<file path="src/rtl/sram_pkg.sv">
// Shared types and constants for the SRAM array controller.
package sram_pkg;

  typedef enum logic [1:0] {
    IDLE,
    PRE,
    ACCESS
  } state_t;

  // Wide enough for PRE_CYC up to 7 (counter loads PRE_CYC-1).
  localparam int PRE_CNT_W = 3;

endpackage

</file>
<file path="src/rtl/sram_bitcell_array.sv">
// Storage rows with wordline decoder, write port and registered read port.
module sram_bitcell_array #(
  parameter int DATA_W = 8,
  parameter int ADDR_W = 4,
  parameter int DEPTH  = 16
) (
  input  logic              clk,
  input  logic              rst,
  input  logic              access,
  input  logic              we,
  input  logic [ADDR_W-1:0] addr,
  input  logic [DATA_W-1:0] wdata,
  output logic [DEPTH-1:0]  wl_oh,
  output logic [DATA_W-1:0] rdata
);

  logic [DATA_W-1:0] rows [DEPTH];
  logic [DATA_W-1:0] sensed;

  // Addresses beyond DEPTH decode to no wordline, which drops writes and reads zero.
  always_comb begin
    wl_oh = '0;
    for (int unsigned i = 0; i < DEPTH; i++) begin
      if (access && (addr == ADDR_W'(i))) begin
        wl_oh[i] = 1'b1;
      end
    end
  end

  always_comb begin
    sensed = '0;
    for (int unsigned i = 0; i < DEPTH; i++) begin
      if (wl_oh[i]) begin
        sensed = sensed | rows[i];
      end
    end
  end

  always_ff @(posedge clk or posedge rst) begin
    if (rst) begin
      for (int unsigned i = 0; i < DEPTH; i++) begin
        rows[i] <= '0;
      end
      rdata <= '0;
    end else begin
      for (int unsigned i = 0; i < DEPTH; i++) begin
        if (wl_oh[i] && we) begin
          rows[i] <= wdata;
        end
      end
      if (access && !we) begin
        rdata <= sensed;
      end
    end
  end

endmodule

</file>
<file path="src/rtl/sram_array_ctrl.sv">
// Access controller: request handshake, precharge/access sequencing, read response.
module sram_array_ctrl
  import sram_pkg::*;
#(
  parameter int DATA_W  = 8,
  parameter int ADDR_W  = 4,
  parameter int DEPTH   = 16,
  parameter int PRE_CYC = 1
) (
  input  logic              clk,
  input  logic              rst,
  input  logic              req_valid,
  output logic              req_ready,
  input  logic              req_we,
  input  logic [ADDR_W-1:0] req_addr,
  input  logic [DATA_W-1:0] req_wdata,
  output logic              rsp_valid,
  output logic [DATA_W-1:0] rsp_rdata,
  output logic [DEPTH-1:0]  wl_oh,
  output logic              precharge,
  output logic              sense_en,
  output logic              busy
);

  state_t               state, state_nx;
  logic [PRE_CNT_W-1:0] pre_cnt;
  logic                 accept;
  logic                 access;
  logic                 lat_we;
  logic [ADDR_W-1:0]    lat_addr;
  logic [DATA_W-1:0]    lat_wdata;

  always_comb begin
    state_nx = state;
    accept   = 1'b0;
    unique case (state)
      IDLE: begin
        if (req_valid) begin
          accept   = 1'b1;
          state_nx = PRE;
        end
      end
      PRE: begin
        if (pre_cnt == '0) begin
          state_nx = ACCESS;
        end
      end
      ACCESS:  state_nx = IDLE;
      default: state_nx = IDLE;
    endcase
  end

  always_ff @(posedge clk or posedge rst) begin
    if (rst) begin
      state     <= IDLE;
      pre_cnt   <= '0;
      lat_we    <= 1'b0;
      lat_addr  <= '0;
      lat_wdata <= '0;
      rsp_valid <= 1'b0;
    end else begin
      state     <= state_nx;
      rsp_valid <= (state == ACCESS) && !lat_we;
      if (accept) begin
        pre_cnt   <= PRE_CNT_W'(PRE_CYC - 1);
        lat_we    <= req_we;
        lat_addr  <= req_addr;
        lat_wdata <= req_wdata;
      end else if ((state == PRE) && (pre_cnt != '0)) begin
        pre_cnt <= pre_cnt - 1'b1;
      end
    end
  end

  assign access    = (state == ACCESS);
  assign req_ready = (state == IDLE);
  assign busy      = !req_ready;
  assign precharge = (state == PRE);
  assign sense_en  = access && !lat_we;

  sram_bitcell_array #(
    .DATA_W (DATA_W),
    .ADDR_W (ADDR_W),
    .DEPTH  (DEPTH)
  ) u_array (
    .clk    (clk),
    .rst    (rst),
    .access (access),
    .we     (lat_we),
    .addr   (lat_addr),
    .wdata  (lat_wdata),
    .wl_oh  (wl_oh),
    .rdata  (rsp_rdata)
  );

endmodule

</file>
<file path="config.mk">
export PLATFORM = sky130hd
export DESIGN_NAME = sram_array_ctrl
export DESIGN_NICKNAME = d
export VERILOG_FILES = /design/src/rtl/sram_pkg.sv /design/src/rtl/sram_bitcell_array.sv /design/src/rtl/sram_array_ctrl.sv
export SDC_FILE = /design/constraint.sdc
export NUM_CORES = 1
export LEC_CHECK = 0
export ABC_AREA = 1
export CORE_ASPECT_RATIO = 2
export CORE_MARGIN = 8
export CORE_UTILIZATION = 35
export CTS_CLUSTER_SIZE = 20
export DETAILED_ROUTE_END_ITERATION = 6
export MAX_ROUTING_LAYER = met4
export PLACE_DENSITY = 0.51
export SYNTH_ARGS = -nofsm -noshare
export SYNTH_HDL_FRONTEND = slang
export SYNTH_SLANG_ARGS = --single-unit
</file>
<file path="constraint.sdc">
create_clock -name clk -period 11.8 [get_ports clk]
set_clock_uncertainty 0.1 [all_clocks]
set_input_delay 1.77 -clock clk [delete_from_list [all_inputs] [get_ports clk]]
set_output_delay 1.77 -clock clk [all_outputs]
set_load 0.02 [all_outputs]
</file>
Word-level counts from Yosys, hierarchy flattened --
Index checks and enable logic that the tools add are counted.
Operators by class: $add $sub $neg 1, equality and inequality tests 19, mux-type cells 39, bitwise gates (word level) 15, reduce and logical (&&, ||, !) cells 42
Operators with widths (number):
- $mux 8 | 16
- $or 8x8->8 | 15
- $logic_and 1x1->1 | 34
- $eq 4x4->1 const B | 8
- $mux 1 | 18
- $eq 4x3->1 const B | 4
- $eq 4x2->1 const B | 2
- $mux 3 | 2
- $eq 4x1->1 const B | 1
- $logic_not 4->1 | 1
- $mux 2 | 2
- $pmux 2 s2 | 1
- $logic_not 3->1 | 1
- $reduce_bool 3->1 | 1
- $sub 3x1->3 const B | 1
- $eq 2x1->1 const B | 1
- $eq 2x2->1 const B | 1
- $logic_not 1->1 | 2
- $logic_not 2->1 | 1
- $ne 2x1->1 const B | 1
- $ne 2x2->1 const B | 1
- $reduce_and 2->1 | 1
- $reduce_bool 2->1 | 1
Word-level totals: bits in registers 155, input port bits 16

Depth between registers and ports, before layout --
depth in word-level cells 34, depth in mapped cells 11, depth with buffers taken out 10

Hierarchy --
From an unflattened synthesis, not the netlist that was laid out.
Unflattened totals: cell total of the unflattened synthesis 855, area, all modules 7389.6 µm²
Modules (own cells, without submodules):
- sram_bitcell_array | times used 1, cells each 758, area each 6553.8 µm², seq. area each 3403.3 µm²
- sram_array_ctrl | times used 1, cells each 97, area each 835.8 µm², seq. area each 475.5 µm²

Least setup slack after synthesis --
Ideal clock, no wire load.
kind register -> output, start reg state[0], end out sense_en, arrival time 1.093 ns, required time 9.930 ns, path slack 8.837 ns, cell stages (with the launch flop) 5, cells stage by stage dfrtp_1 -> inv_1 -> nand2_2 -> nor2_1 -> buf_2
On the way: word-level cells in the longest chain between the ends 2
Ends and longest elaborated chain:
- from (decl) | RTL line sram_array_ctrl.sv:25 | state_t state, state_nx;
- from (signal assigned) | RTL line sram_array_ctrl.sv:62 | state <= state_nx;
- $eq 2x2->1 | RTL line sram_array_ctrl.sv:75 | assign access = (state == ACCESS);
- $logic_and 1x1->1 | RTL line sram_array_ctrl.sv:79 | assign sense_en = access && !lat_we;
- to (decl) | RTL line sram_array_ctrl.sv:21 | output logic sense_en,
Every way passes these cells.

Final worst setup path --
start reg lat_addr[3], end out wl_oh[9]
On the way: word-level cells in the longest chain between the ends 3
Ends and longest elaborated chain:
- from (decl) | RTL line sram_array_ctrl.sv:30 | logic [ADDR_W-1:0] lat_addr;
- from (signal assigned) | RTL line sram_array_ctrl.sv:67 | lat_addr <= req_addr;
- $eq 4x4->1 | RTL line sram_bitcell_array.sv:24 | if (access && (addr == ADDR_W'(i))) begin
- $logic_and 1x1->1 | RTL line sram_bitcell_array.sv:24
- $mux 1 | RTL line sram_bitcell_array.sv:24
- to (decl) | RTL line sram_array_ctrl.sv:19 | output logic [DEPTH-1:0] wl_oh,
Every way passes these cells.

==> results.sh <==
export IMPL_whs_ns=0.385
export IMPL_tightest_slew_ns=1.06
export IMPL_firstDrtPassIters=5
export IMPL_cp_required_ns=9.93
export IMPL_io_pins=45
export IMPL_grt_max_degree=84
export IMPL_clk_latency_ns=0.43
export IMPL_r2r_end="u_array.rdata[3]"
export IMPL_tritoncts="done"
export IMPL_combPwrFrac=0.304
export IMPL_holdBufCountCts=0
export IMPL_synth_nets=880
export IMPL_slew_violations=0
export IMPL_final_setup_tns_ns=0
export IMPL_drive_gt1_frac=0.124
export IMPL_worstPathArrival_ns=2.48
export IMPL_cts_buffers=17
export IMPL_die_y_um=221
export IMPL_crit_fanout=17
export IMPL_htreeDepth=4
export IMPL_finalCritPeriodShare=0.369
export IMPL_chipWidth_um=118
export IMPL_seqPwrFrac=0.392
export IMPL_fin_crit_ns=4.35
export IMPL_drt_iter0_drc=529
export IMPL_routed_via_count=5737
export IMPL_cts_setup_buffers=0
export IMPL_cp_startpoint="lat_addr[3]"
export IMPL_netSwitchingFraction=0.385
export IMPL_nNetsFinal=907
export IMPL_power_leakage_nw=4.17
export IMPL_fmax_mhz=230
export IMPL_slew_headroom=0.293
export IMPL_place_gp_congestion=0.863
export IMPL_rsz0062_at_grt="false"
export IMPL_area_growth_pct=16.3
export IMPL_grt_pass1_wl_um=34400
export IMPL_cts_buffer_depth=2
export IMPL_ant_nets=0
export IMPL_power_density_nw_per_um2=229
export IMPL_core_um2=20700
export IMPL_whs_endpoint="u_array.rows[51]"
export IMPL_synth_cell_types=23
export IMPL_reg2reg_slack_ns=9.50
export IMPL_min_from="u_array.rows[51]"
export IMPL_hp_class="register to register"
export IMPL_clk_pin_slew_ns=0.07
export IMPL_holdPathStages=2
export IMPL_outcome="completed"
export IMPL_cts_resized_gates=0
export IMPL_routed_wl_um=21900
export IMPL_rr_worst_depth=9
export IMPL_final_common_cell="nand2_1"
export IMPL_n_antenna_cell=0
export IMPL_track_usage=0.182
export IMPL_netlist_instances=862
export IMPL_postLayoutCellArea_um2=8520
export IMPL_ys_warnings_count=0
export IMPL_grt_pass1_vias=5803
export IMPL_syn_area_um2=7330
export IMPL_clock_sinks=155
export IMPL_setup_viol=0
export IMPL_clock_tree_root_cell="clkbuf_16"
export IMPL_dp_hpwl_um=14800
export IMPL_power_frac_clock=0.304
export IMPL_synth_seq_cells=155
export IMPL_hold_viol_final=0
export IMPL_worstSetupStartpointType="register"
export IMPL_power_internal_w=0.00120
export IMPL_maxCapViolCount=0
export IMPL_critical_path_class="register to output pin"
export IMPL_seq_area_frac_synth=0.529
export IMPL_floorplan_initialDensity=0.353
export IMPL_worstReg2RegStart="state[0]"
export IMPL_rows=75
export IMPL_antenna_found_initial=0
export IMPL_viasPerCell=4.90
export IMPL_drc=0
export IMPL_grt_overflow=0
export IMPL_vdd_drop_max_mv=0.136
export IMPL_p_switching_w=0.000752
export IMPL_io_buffers=44
export IMPL_dieArea_um2=26100
export IMPL_routedWlPerCell_um=18.7
export IMPL_placed_area_um2=7880
export IMPL_syn_area_per_cell_um2=8.50
export IMPL_cp_end_kind="output pin"
export IMPL_final_cell_mix="nand2_1 (270), dfrtp_1 (155), nand3_1 (84), o21ai_1 (78), nor2_1 (62)"
==> cells by family (layout without fill, tap and decap cells) <==
kind of cell / count (synthesis) / after routing / synth area share
flops: 155 / 155 / 0.529
fa+ha+maj: 2 / 2 / 0.00341
simple gates: 470 / 470 / 0.298
compound gates: 143 / 143 / 0.106
buf+inv: 92 / 132 / 0.0628
==> per-stage QoR <==
step,utilization,power (W),setup slack (ns),std cells
2_1_floorplan,-,0.00115,5.75,862
3_3_place_gp,0.380,0.00136,7.80,1139
3_5_place_dp,0.380,0.00137,7.78,1139
4_1_cts,0.411,0.00197,7.41,1171
5_1_grt,0.411,0.00207,7.33,1171
6_report,0.411,0.00195,7.45,1171
==> layer usage <==
| metal | vias up | part of all wire | wire [um] | global-route usage |
|---|---|---|---|---|
| li1 | 2822 | - | - | - |
| met1 | 2749 | 0.41 | 9060 | 0.202 |
| met2 | 123 | 0.51 | 11200 | 0.306 |
| met3 | 43 | 0.035 | 760 | 0.0345 |
| met4 | 0 | 0.042 | 920 | 0.0915 |
| met5 | - | 0 | 0 | - |
==> layout make-up <==
class | instances | area [um2]
Fill cell | 2113 | 12200
Clock buffer | 17 | 425
Tap cell | 269 | 337
Multi-Input combinational cell | 615 | 2990
Sequential cell | 155 | 3880
Clock inverter | 15 | 211
Timing Repair Buffer | 48 | 470
Inverter | 52 | 205
==> state kept, by name (all words and copies together), names as in the netlist <==
signal / count
rsp_valid: 1
lat_we: 1
u_array.rdata: 8
lat_addr: 4
lat_wdata: 8
u_array.rows: 128
pre_cnt: 3
state: 2
==> power by group through the flow <==
stage	Sequential (W)	Clock (W)	Combinational, W
floorplan	0.000768	0	0.000386
global placement	0.000771	0	0.000592
detailed placement	0.000773	0	0.000602
CTS	0.000765	0.000605	0.000602
global route	0.000784	0.000625	0.000657
finish	0.000765	0.000593	0.000593
==> Yosys cell counts <==
cell / count / area share
nand2_1: 270 / 0.14
dfrtp_1: 155 / 0.53
nand3_1: 84 / 0.057
o21ai_1: 78 / 0.053
nor2_1: 63 / 0.032
o21ai_0: 47 / 0.032
inv_1: 45 / 0.023
buf_2: 16 / 0.011
o21ai_2: 16 / 0.019
nand2_2: 12 / 0.010
buf_6: 11 / 0.017
clkbuf_1: 11 / 0.0056
nand2_4: 10 / 0.015
nor2_4: 8 / 0.012
or2_2: 8 / 0.0068
nor2_8: 7 / 0.019
nor2_2: 6 / 0.0051
inv_2: 5 / 0.0026
buf_4: 2 / 0.0020
ha_1: 2 / 0.0034
inv_4: 2 / 0.0017
nor3_1: 2 / 0.0014
o22ai_1: 2 / 0.0017
==> worst max-delay path: stages (launching register included) <==
cell,delay [ns]
dfrtp_1,0.49
inv_2,0.09
nor2_4,0.39
inv_4,0.19
nor2_8,0.25
clkdlybuf4s50_1,0.64
==> worst max-delay path by stage <==
| stage | to | slack [ns] | depth (start not counted) |
|---|---|---|---|
| 2_1_floorplan | lat_addr[0] | 5.75 | 1 |
| 3_3_place_gp | u_array.rows[15] | 7.80 | 3 |
| 3_5_place_dp | u_array.rows[15] | 7.78 | 3 |
| 4_1_cts | wl_oh[9] | 7.41 | 5 |
| 5_1_grt | wl_oh[9] | 7.33 | 5 |
| 6_report | wl_oh[9] | 7.45 | 5 |
Note: power is estimated with default switching activity, not from simulation.
